$ cat src/rtl/mandel_pkg.sv
// mandel_pkg: shared types and constants for the Mandelbrot result path
package mandel_pkg;
    typedef logic [7:0] byte_t;
    typedef enum logic [2:0] {IDLE, SYNC, ROW, PIX, CSUM} state_e;
    localparam byte_t SYNC_BYTE_DEF = 8'hA5;
endpackage

$ cat src/rtl/mandel_tx_framer_fifo.sv
// pixel_fifo: first-word-fall-through FIFO buffering pixel counts ahead of the framer
module pixel_fifo #(
    parameter int DEPTH = 16,
    parameter int WIDTH = 8
) (
    input  logic             clk,
    input  logic             rst_n,
    input  logic             push,
    input  logic [WIDTH-1:0] wdata,
    input  logic             pop,
    output logic             full,
    output logic             empty,
    output logic [WIDTH-1:0] rdata
);
    localparam int AW = $clog2(DEPTH);
    logic [WIDTH-1:0] mem_q [DEPTH];
    logic [AW:0] wptr_q, rptr_q;
    assign empty = wptr_q == rptr_q;
    assign full  = (wptr_q[AW] != rptr_q[AW]) && (wptr_q[AW-1:0] == rptr_q[AW-1:0]);
    assign rdata = mem_q[rptr_q[AW-1:0]];
    // Storage needs no reset: only entries between the pointers are ever read
    always_ff @(posedge clk) begin
        if (push && !full) mem_q[wptr_q[AW-1:0]] <= wdata;
    end
    // Pointers move independently, so a simultaneous push and pop keeps occupancy unchanged
    always_ff @(posedge clk or negedge rst_n) begin
        if (!rst_n) begin
            wptr_q <= '0;
            rptr_q <= '0;
        end else begin
            if (push && !full) wptr_q <= wptr_q + 1'b1;
            if (pop && !empty) rptr_q <= rptr_q + 1'b1;
        end
    end
endmodule

$ cat src/rtl/mandel_tx_framer.sv
// mandel_tx_framer: packs pixel counts into SYNC/row/pixels/checksum frames for uart_tx
module mandel_tx_framer
    import mandel_pkg::*;
#(
    parameter int    NC         = 8,
    parameter int    BLOCK_SIZE = 64,
    parameter int    FIFO_DEPTH = 16,
    parameter byte_t SYNC_BYTE  = SYNC_BYTE_DEF
) (
    input  logic          clk,
    input  logic          rst_n,
    input  logic          start,
    input  logic          pix_valid,
    input  logic [NC-1:0] pix_count,
    output logic          pix_ready,
    output byte_t         tx_data,
    output logic          tx_start,
    input  logic          tx_active,
    output logic          busy,
    output logic          done
);
    localparam int            TOTAL    = BLOCK_SIZE * BLOCK_SIZE;
    localparam int            PW       = $clog2(BLOCK_SIZE);
    localparam int            AW       = $clog2(TOTAL + 1);
    localparam byte_t         LAST_ROW = byte_t'(BLOCK_SIZE - 1);
    localparam logic [PW-1:0] LAST_PIX = PW'(BLOCK_SIZE - 1);

    state_e        state_q;
    byte_t         row_q, csum_q, tx_data_q, fifo_rdata;
    logic [PW-1:0] pix_q;
    logic [AW-1:0] acc_q;
    logic          busy_q, tx_start_q, done_q, last_q;
    logic          fifo_full, fifo_empty, push, pop, can_issue;

    // uart_tx raises tx_active one cycle late, so the issue pulse itself guards the next cycle
    assign can_issue = !tx_active && !tx_start_q;
    assign pix_ready = busy_q && !fifo_full && (acc_q < AW'(TOTAL));
    assign push      = pix_valid && pix_ready;
    assign pop       = (state_q == PIX) && can_issue && !fifo_empty;
    assign tx_data   = tx_data_q;
    assign tx_start  = tx_start_q;
    assign busy      = busy_q;
    assign done      = done_q;

    pixel_fifo #(.DEPTH(FIFO_DEPTH), .WIDTH(8)) u_fifo (
        .clk   (clk),
        .rst_n (rst_n),
        .push  (push),
        .wdata (8'(pix_count)),
        .pop   (pop),
        .full  (fifo_full),
        .empty (fifo_empty),
        .rdata (fifo_rdata)
    );

    // Frame sequencer: one byte per issue slot; done/busy settle the cycle after the final byte
    always_ff @(posedge clk or negedge rst_n) begin
        if (!rst_n) begin
            state_q    <= IDLE;
            row_q      <= '0;
            csum_q     <= '0;
            tx_data_q  <= '0;
            pix_q      <= '0;
            acc_q      <= '0;
            busy_q     <= 1'b0;
            tx_start_q <= 1'b0;
            done_q     <= 1'b0;
            last_q     <= 1'b0;
        end else begin
            tx_start_q <= 1'b0;
            done_q     <= last_q;
            last_q     <= 1'b0;
            if (last_q) busy_q <= 1'b0;
            if (push) acc_q <= acc_q + 1'b1;
            case (state_q)
                IDLE: if (start && !busy_q) begin
                    busy_q  <= 1'b1;
                    row_q   <= '0;
                    pix_q   <= '0;
                    acc_q   <= '0;
                    state_q <= SYNC;
                end
                SYNC: if (can_issue) begin
                    tx_start_q <= 1'b1;
                    tx_data_q  <= SYNC_BYTE;
                    csum_q     <= '0;
                    state_q    <= ROW;
                end
                ROW: if (can_issue) begin
                    tx_start_q <= 1'b1;
                    tx_data_q  <= row_q;
                    csum_q     <= csum_q ^ row_q;
                    state_q    <= PIX;
                end
                PIX: if (pop) begin
                    tx_start_q <= 1'b1;
                    tx_data_q  <= fifo_rdata;
                    csum_q     <= csum_q ^ fifo_rdata;
                    pix_q      <= (pix_q == LAST_PIX) ? '0 : pix_q + 1'b1;
                    state_q    <= (pix_q == LAST_PIX) ? CSUM : PIX;
                end
                CSUM: if (can_issue) begin
                    tx_start_q <= 1'b1;
                    tx_data_q  <= csum_q;
                    last_q     <= (row_q == LAST_ROW);
                    row_q      <= (row_q == LAST_ROW) ? row_q : row_q + 1'b1;
                    state_q    <= (row_q == LAST_ROW) ? IDLE : SYNC;
                end
                default: state_q <= IDLE;
            endcase
        end
    end
endmodule

$ cat config.mk
export PLATFORM = sky130hd
export DESIGN_NAME = mandel_tx_framer
export DESIGN_NICKNAME = d
export VERILOG_FILES = /design/src/rtl/mandel_pkg.sv /design/src/rtl/mandel_tx_framer_fifo.sv /design/src/rtl/mandel_tx_framer.sv
export SDC_FILE = /design/constraint.sdc
export NUM_CORES = 1
export LEC_CHECK = 0
export ABC_CLOCK_PERIOD_IN_PS = 3300
export BUFFER_PORTS_ARGS = -buffer_cell sky130_fd_sc_hd__buf_2
export CORE_MARGIN = 2
export CORE_UTILIZATION = 45
export CTS_CLUSTER_SIZE = 25
export DETAILED_ROUTE_END_ITERATION = 6
export GPL_TIMING_DRIVEN = 1
export SKIP_CTS_REPAIR_TIMING = 1
export SYNTH_ARGS = -nofsm -noshare
export SYNTH_HDL_FRONTEND = slang
export SYNTH_SLANG_ARGS = --single-unit
export TNS_END_PERCENT = 20
$ cat constraint.sdc
create_clock -name clk -period 3.3 [get_ports clk]
set_input_delay 0.66 -clock clk [delete_from_list [all_inputs] [get_ports clk]]
set_output_delay 0.66 -clock clk [all_outputs]
set_load 0.01 [all_outputs]
==> impl_metrics.py, run 1 <==
metrics = {
    "sta": {
        "fin_skew_ns": 0.009888,
        "max_freq_ghz": 0.3994,
        "slew_headroom_pct": 45.91,
        "finalSetupTns_ns": 0,
        "setup_viol": 0,
        "finalCritPeriodShare_pct": 75.87,
        "layout_min_cycle_time_ns": 2.504,
        "rsz0062_at_grt": "no",
        "hold_viol": 0,
        "finalMaxSlewViolations": 0,
        "worst_slack_ns": 0.7961,
        "tightestPinTransition_ns": 0.8114,
    },
    "layout": {
        "layout-drive-gt1-share_pct": 19.06,
        "fin_cells": 848,
        "n_antenna_cell": 0,
        "final_nets": 628,
        "area_growth_pct": 10.74,
        "fillers": 1529,
    },
    "worst_setup_path": {
        "r2r_cells": 5,
        "cp.arrival_ns": 1.84,
        "crit_path_start_kind": "flip-flop",
        "worstPathRequired_ns": 2.64,
        "r2r_setup_slack_ns": 0.83,
        "max_stage_delay_ns": 0.47,
        "critPathKind": "flip-flop to output port",
        "r2r-end": "u_fifo.mem_q[9][1]",
        "path_max_fanout": 8,
        "cpMaxStageDelayCell": "dfrtp_1",
        "end_kind": "output port",
        "r2r-start": "u_fifo.wptr_q[2]",
        "cp_cell_sequence": "xnor2_1 > and4_1 > a21boi_0 > buf_2",
    },
    "synthesis": {
        "synth_top_area_share_pct": 45.84,
        "ys_ff_latch": 188,
        "synth_common_cells": "edfxtp_1, dfrtp_1, nand2_1",
        "yosysTopAreaCell": "edfxtp_1",
        "ys.flop_type": "edfxtp_1",
        "async_flop_share_pct": 31.91,
        "postSynthAreaPerCell_um2": 14.46,
        "synth_warnings": 0,
        "synthCells": 580,
        "synthesis.nets": 601,
        "yosysMostFrequentCell": "edfxtp_1",
        "yosys-top-cells-area": "edfxtp_1, dfrtp_1, mux4_2",
        "netlist_area_um2": 8386,
        "ys_seq_area_share_pct": 63.74,
        "ys_types": 64,
        "synth_edf_count": 128,
    },
    "clock_network": {
        "clk_latency_ns": 0.42,
        "clk_path_buf_depth": 2,
        "cts_tree": "yes",
        "clock_sinks": 188,
        "cts-root-buf": "clkbuf_16",
        "cts_buffers": 17,
        "htree_num_levels": 4,
        "cts.reportedPaths.clkPinSlew_ns": 0.07,
    },
    "grt": {
        "grt_use_total_pct": 18.98,
        "gr-total-overflow": 0,
        "grt_pass1_vias": 5091,
        "grt_max_degree": 32,
        "antenna_found_initial": 0,
        "grt_pass1_wl_mm": 28.41,
    },
    "drt": {
        "avgViaCountPerCell": 5.999,
        "drtIter0Drc": 541,
        "finalWirelength_mm": 18.08,
        "vias": 5087,
        "ant_nets": 0,
        "wire_per_inst_um": 21.32,
        "drc": 0,
        "dr.pass1.iters": 5,
    },
    "floorplan": {
        "rows": 49,
        "initial_core_util_pct": 46.21,
        "core_um2": 18150,
        "die_area_um2": 19740,
        "die_w_um": 140.5,
        "die_height_um": 140.5,
        "io_pins": 25,
    },
    "placed_design": {
        "dp_cells": 817,
        "port_buffers": 24,
        "gp_congestion": 0.8946,
        "place_ws_ns": 0.8247,
        "post-dp-hpwl_mm": 12.50,
    },
    "pwr": {
        "powerDensity_nw_per_um2": 810.7,
        "ir_drop_mv": 0.4465,
        "leakagePower_nw": 3.379,
    },
    "status": {
        "outcome": "finished, final reports clean",
    },
    "flow_run": {
        "drv_cap": 0,
    },
    "hold_path": {
        "hold_path.class": "input port to asynchronous set/reset pin",
    },
}
## placed cells by master (no fill, tap or decap), types with 5 or more instances in the layout
cell         n
ha_1         8
xor2_1       7
nor2_1      27
buf_2       24
mux4_2      24
inv_6        5
and3_1      19
nor2b_1     12
or4_1        5
xnor2_1     15
o211ai_1     5
a21o_1       6
mux2_2       8
o22ai_1      9
nand3_1     17
and2_1       6
clkbuf_16   17
buf_4       13
o21ai_0      9
nor3_1       6
a22oi_1     19
mux2i_1     13
dfrtp_1     59
edfxtp_1   128
o2111ai_1    5
o221ai_1     8
nand2_1     33
a21oi_1     21
inv_1       13
## layout make-up
cell class                 instances  area (um^2)  share of cell area [%]
tap                              229        286.5                   3.085
clock buffer                      18        429.2                   4.621
timing repair buffer              37        217.7                   2.344
multi-input combinational        350         2803                   30.18
clock inverter                    13        155.1                   1.671
inverter                          13        48.80                  0.5255
sequential                       188         5346                   57.57
## per-stage QoR
stage | util, % | total power, W | hold slack (ns) | cell area (um^2)
floorplan | - | 0.004866 | 0.3488 | 8386
global placement | 47.95 | 0.005467 | 0.3657 | 8702
detailed placement | 47.95 | 0.005525 | 0.3594 | 8702
CTS | 51.17 | 0.007573 | 0.1442 | 9286
global route | 51.17 | 0.007940 | 0.1577 | 9286
finish | 51.17 | 0.007528 | 0.1503 | 9286
## critical path, delay by kind of cell (launching register included)
kind	cells	cell delay, ns
compound gates	1	0.14
xor+xnor	1	0.23
buf+inv	1	0.18
flops	1	0.47
simple gates	1	0.40
## flip-flops by register name (all words and copies together) (netlist names)
signal / flops
busy: 1
csum_q: 8
u_fifo.wptr_q: 5
u_fifo.mem_q: 128
row_q: 8
acc_q: 13
state_q: 3
tx_start: 1
u_fifo.rptr_q: 5
pix_q: 6
done: 1
tx_data: 8
last_q: 1
## cell families after synthesis
| family | synth area share, % |
|---|---|
| xor+xnor | 2.298 |
| compound gates | 10.83 |
| mux | 9.072 |
| buf+inv | 2.835 |
| fa+ha+maj | 1.194 |
| flops | 63.74 |
| simple gates | 10.03 |
## layer usage
layer	vias to the layer above	global-route usage (%)	wire [um]	part of all wire, %
met5	-	0	0	0
li1	2328	-	-	-
met4	0	5.632	283	1.6
met3	21	4.547	1008	5.6
met2	146	29.75	8523	47
met1	2592	26.71	8264	46
## worst max-delay path by stage
| stage | from | endpoint | slack [ns] | depth (start not counted) |
|---|---|---|---|---|
| detailed placement | tx_active | row_q[5] | 0.82 | 6 |
| CTS | u_fifo.wptr_q[2] | pix_ready | 0.78 | 4 |
| global placement | tx_active | row_q[5] | 0.85 | 6 |
| global route | state_q[0] | pix_q[0] | 0.63 | 4 |
| finish | u_fifo.wptr_q[2] | pix_ready | 0.80 | 4 |
| floorplan | u_fifo.rptr_q[0] | u_fifo.mem_q[3][0] | 0.94 | 7 |
## power by group
group / internal (W) / total, W / switching, W
logic: 0.00102 / 0.00233 / 0.00131
clock network: 0.00114 / 0.00205 / 0.000916
registers: 0.00288 / 0.00315 / 0.000268
total: 0.00504 / 0.00753 / 0.00249
(Power assumes the default switching activity.)
==> run 2: changes to the inputs <==
Settings changed: ABC_CLOCK_PERIOD_IN_PS 3300 to 2300.
Clock period 3.3 ns to 2.3 ns, I/O delays scaled along.
==> run 2 against run 1 <==
Global-route usage increased by 1.2 points. Non-clock buffer count is 23 higher. Routed wire length up 3.9%. Flip-flop and latch count is the same. Combinational power grew 56%. Critical path type is now flip-flop to flip-flop.
==> impl_metrics.py, run 2 (synthesized netlist as in run 1, its figures left out) <==
metrics = {
    "worst_setup_path": {
        "end_kind": "flip-flop",
        "crit_path_start_kind": "flip-flop",
        "max_stage_delay_ns": 0.51,
        "critPathBufInv": 2,
        "cp.arrival_ns": 2.33,
        "worstPathRequired_ns": 2.44,
        "cp_cell_sequence": "xnor2_2 > nand4_1 > o211a_2 > buf_4 > nand2_1 > nor3_2 > buf_4",
        "critPathKind": "flip-flop to flip-flop",
        "path_max_fanout": 16,
        "cpMaxStageDelayCell": "dfrtp_2",
        "cp_top_family": "flip-flops",
        "crit_top_cell": "buf_4",
    },
    "clock_network": {
        "clock_sinks": 188,
        "cts_buffers": 17,
        "clk_latency_ns": 0.44,
        "clk_path_buf_depth": 2,
        "cts-root-buf": "clkbuf_16",
        "htree_num_levels": 4,
        "cts.reportedPaths.clkPinSlew_ns": 0.07,
        "cts_tree": "yes",
    },
    "sta": {
        "hold_viol": 0,
        "fin_skew_ns": 0.008526,
        "finalMaxSlewViolations": 0,
        "tightestPinTransition_ns": 0.6692,
        "setup_viol": 0,
        "holdWs_ns": 0.3912,
        "finalCritPeriodShare_pct": 95.40,
        "layout_min_cycle_time_ns": 2.194,
        "finalSetupTns_ns": 0,
        "rsz0062_at_grt": "yes",
        "max_freq_ghz": 0.4558,
        "slew_headroom_pct": 54.99,
        "worst_slack_ns": 0.1059,
    },
    "status": {
        "outcome": "finished, final reports clean",
    },
    "floorplan": {
        "io_pins": 25,
        "core_um2": 18150,
        "die_height_um": 140.5,
        "initial_core_util_pct": 46.21,
        "die_area_um2": 19740,
        "die_w_um": 140.5,
        "rows": 49,
    },
    "layout": {
        "final_cell_mix": "edfxtp_1, dfrtp_1, nand2_1, buf_4, nor2_1",
        "final_common_cell": "edfxtp_1",
        "fin_cells": 872,
        "n_antenna_cell": 0,
        "area_growth_pct": 13.67,
        "fin_area_um2": 9532,
        "layout-drive-gt1-share_pct": 22.86,
        "final_nets": 651,
        "largest_reg_flops": 128,
    },
    "grt": {
        "gr-total-overflow": 0,
        "grt_pass1_wl_mm": 29.95,
        "grt_max_degree": 32,
        "antenna_found_initial": 0,
        "grt_pass1_vias": 5142,
        "grt_use_total_pct": 20.21,
    },
    "hold_path": {
        "hold_path.class": "flip-flop to flip-flop",
    },
    "placed_design": {
        "placed_area_um2": 8902,
        "port_buffers": 24,
        "post-dp-hpwl_mm": 13.07,
        "gp_congestion": 0.8238,
        "dp_cells": 838,
        "place_ws_ns": 0.007441,
    },
    "pwr": {
        "leakagePower_nw": 3.513,
        "ir_drop_mv": 0.6652,
        "powerDensity_nw_per_um2": 1164,
    },
    "drt": {
        "wire_per_inst_um": 21.54,
        "drtIter0Drc": 573,
        "ant_nets": 0,
        "finalWirelength_mm": 18.79,
        "vias": 5177,
        "dr.pass1.iters": 5,
        "drc": 0,
        "avgViaCountPerCell": 5.937,
    },
    "flow_run": {
        "drv_cap": 0,
    },
}
run 2: changes by cell type in the layout (fill, tap and decap cells not counted), sizes merged:
cell	previous run	this run
dlygate4sd3	0	1
inv	20	19
buf	37	59
clkinv	3	5
run 2: cell type report:
class | instances | area (um^2)
clock inverters | 14 | 157.7
flip-flops and latches | 188 | 5346
inverters | 13 | 48.80
repair buffers | 60 | 434.2
clock buffers | 18 | 429.2
well taps | 229 | 286.5
multi-input cells | 350 | 2829
fillers | 1504 | 8616
run 2: path summary, 6_finish.rpt:
kind | cells past startpoint | startpoint | endpoint | slack, ns
worst max-delay path | 7 | u_fifo.rptr_q[0] | u_fifo.mem_q[3][0] | 0.11
worst min-delay path | 0 | last_q | done | 0.39
worst max register to register | 7 | u_fifo.rptr_q[0] | u_fifo.mem_q[3][0] | 0.11
worst min register to register | 0 | last_q | done | 0.39
max in group asynchronous | 3 | rst_n | csum_q[0] | 1.23
min in group asynchronous | 2 | rst_n | state_q[1] | 0.47
run 2: per-stage QoR:
stage / utilization, % / power, W
6_report: 52.52 / 0.01110
5_1_grt: 52.52 / 0.01169
4_1_cts: 52.29 / 0.01108
3_5_place_dp: 49.06 / 0.008129
3_3_place_gp: 49.06 / 0.008040
2_1_floorplan: - / 0.006985
run 2: routing by layer:
layer	vias to the layer above	global-route usage (%)	share of wire [%]
met2	158	30.73	47
met5	-	0	0
met4	0	6.421	1.7
met1	2617	29.31	47
met3	23	4.444	5.2
li1	2379	-	-
run 2: power breakdown:
part / total [W] / internal, W / switching (W) / leakage [nW]
logic: 0.00364 / 0.00168 / 0.00197 / 1.32
clock network: 0.00294 / 0.00163 / 0.00132 / 0.286
registers: 0.00451 / 0.00413 / 0.000376 / 1.90
total: 0.0111 / 0.00744 / 0.00366 / 3.51
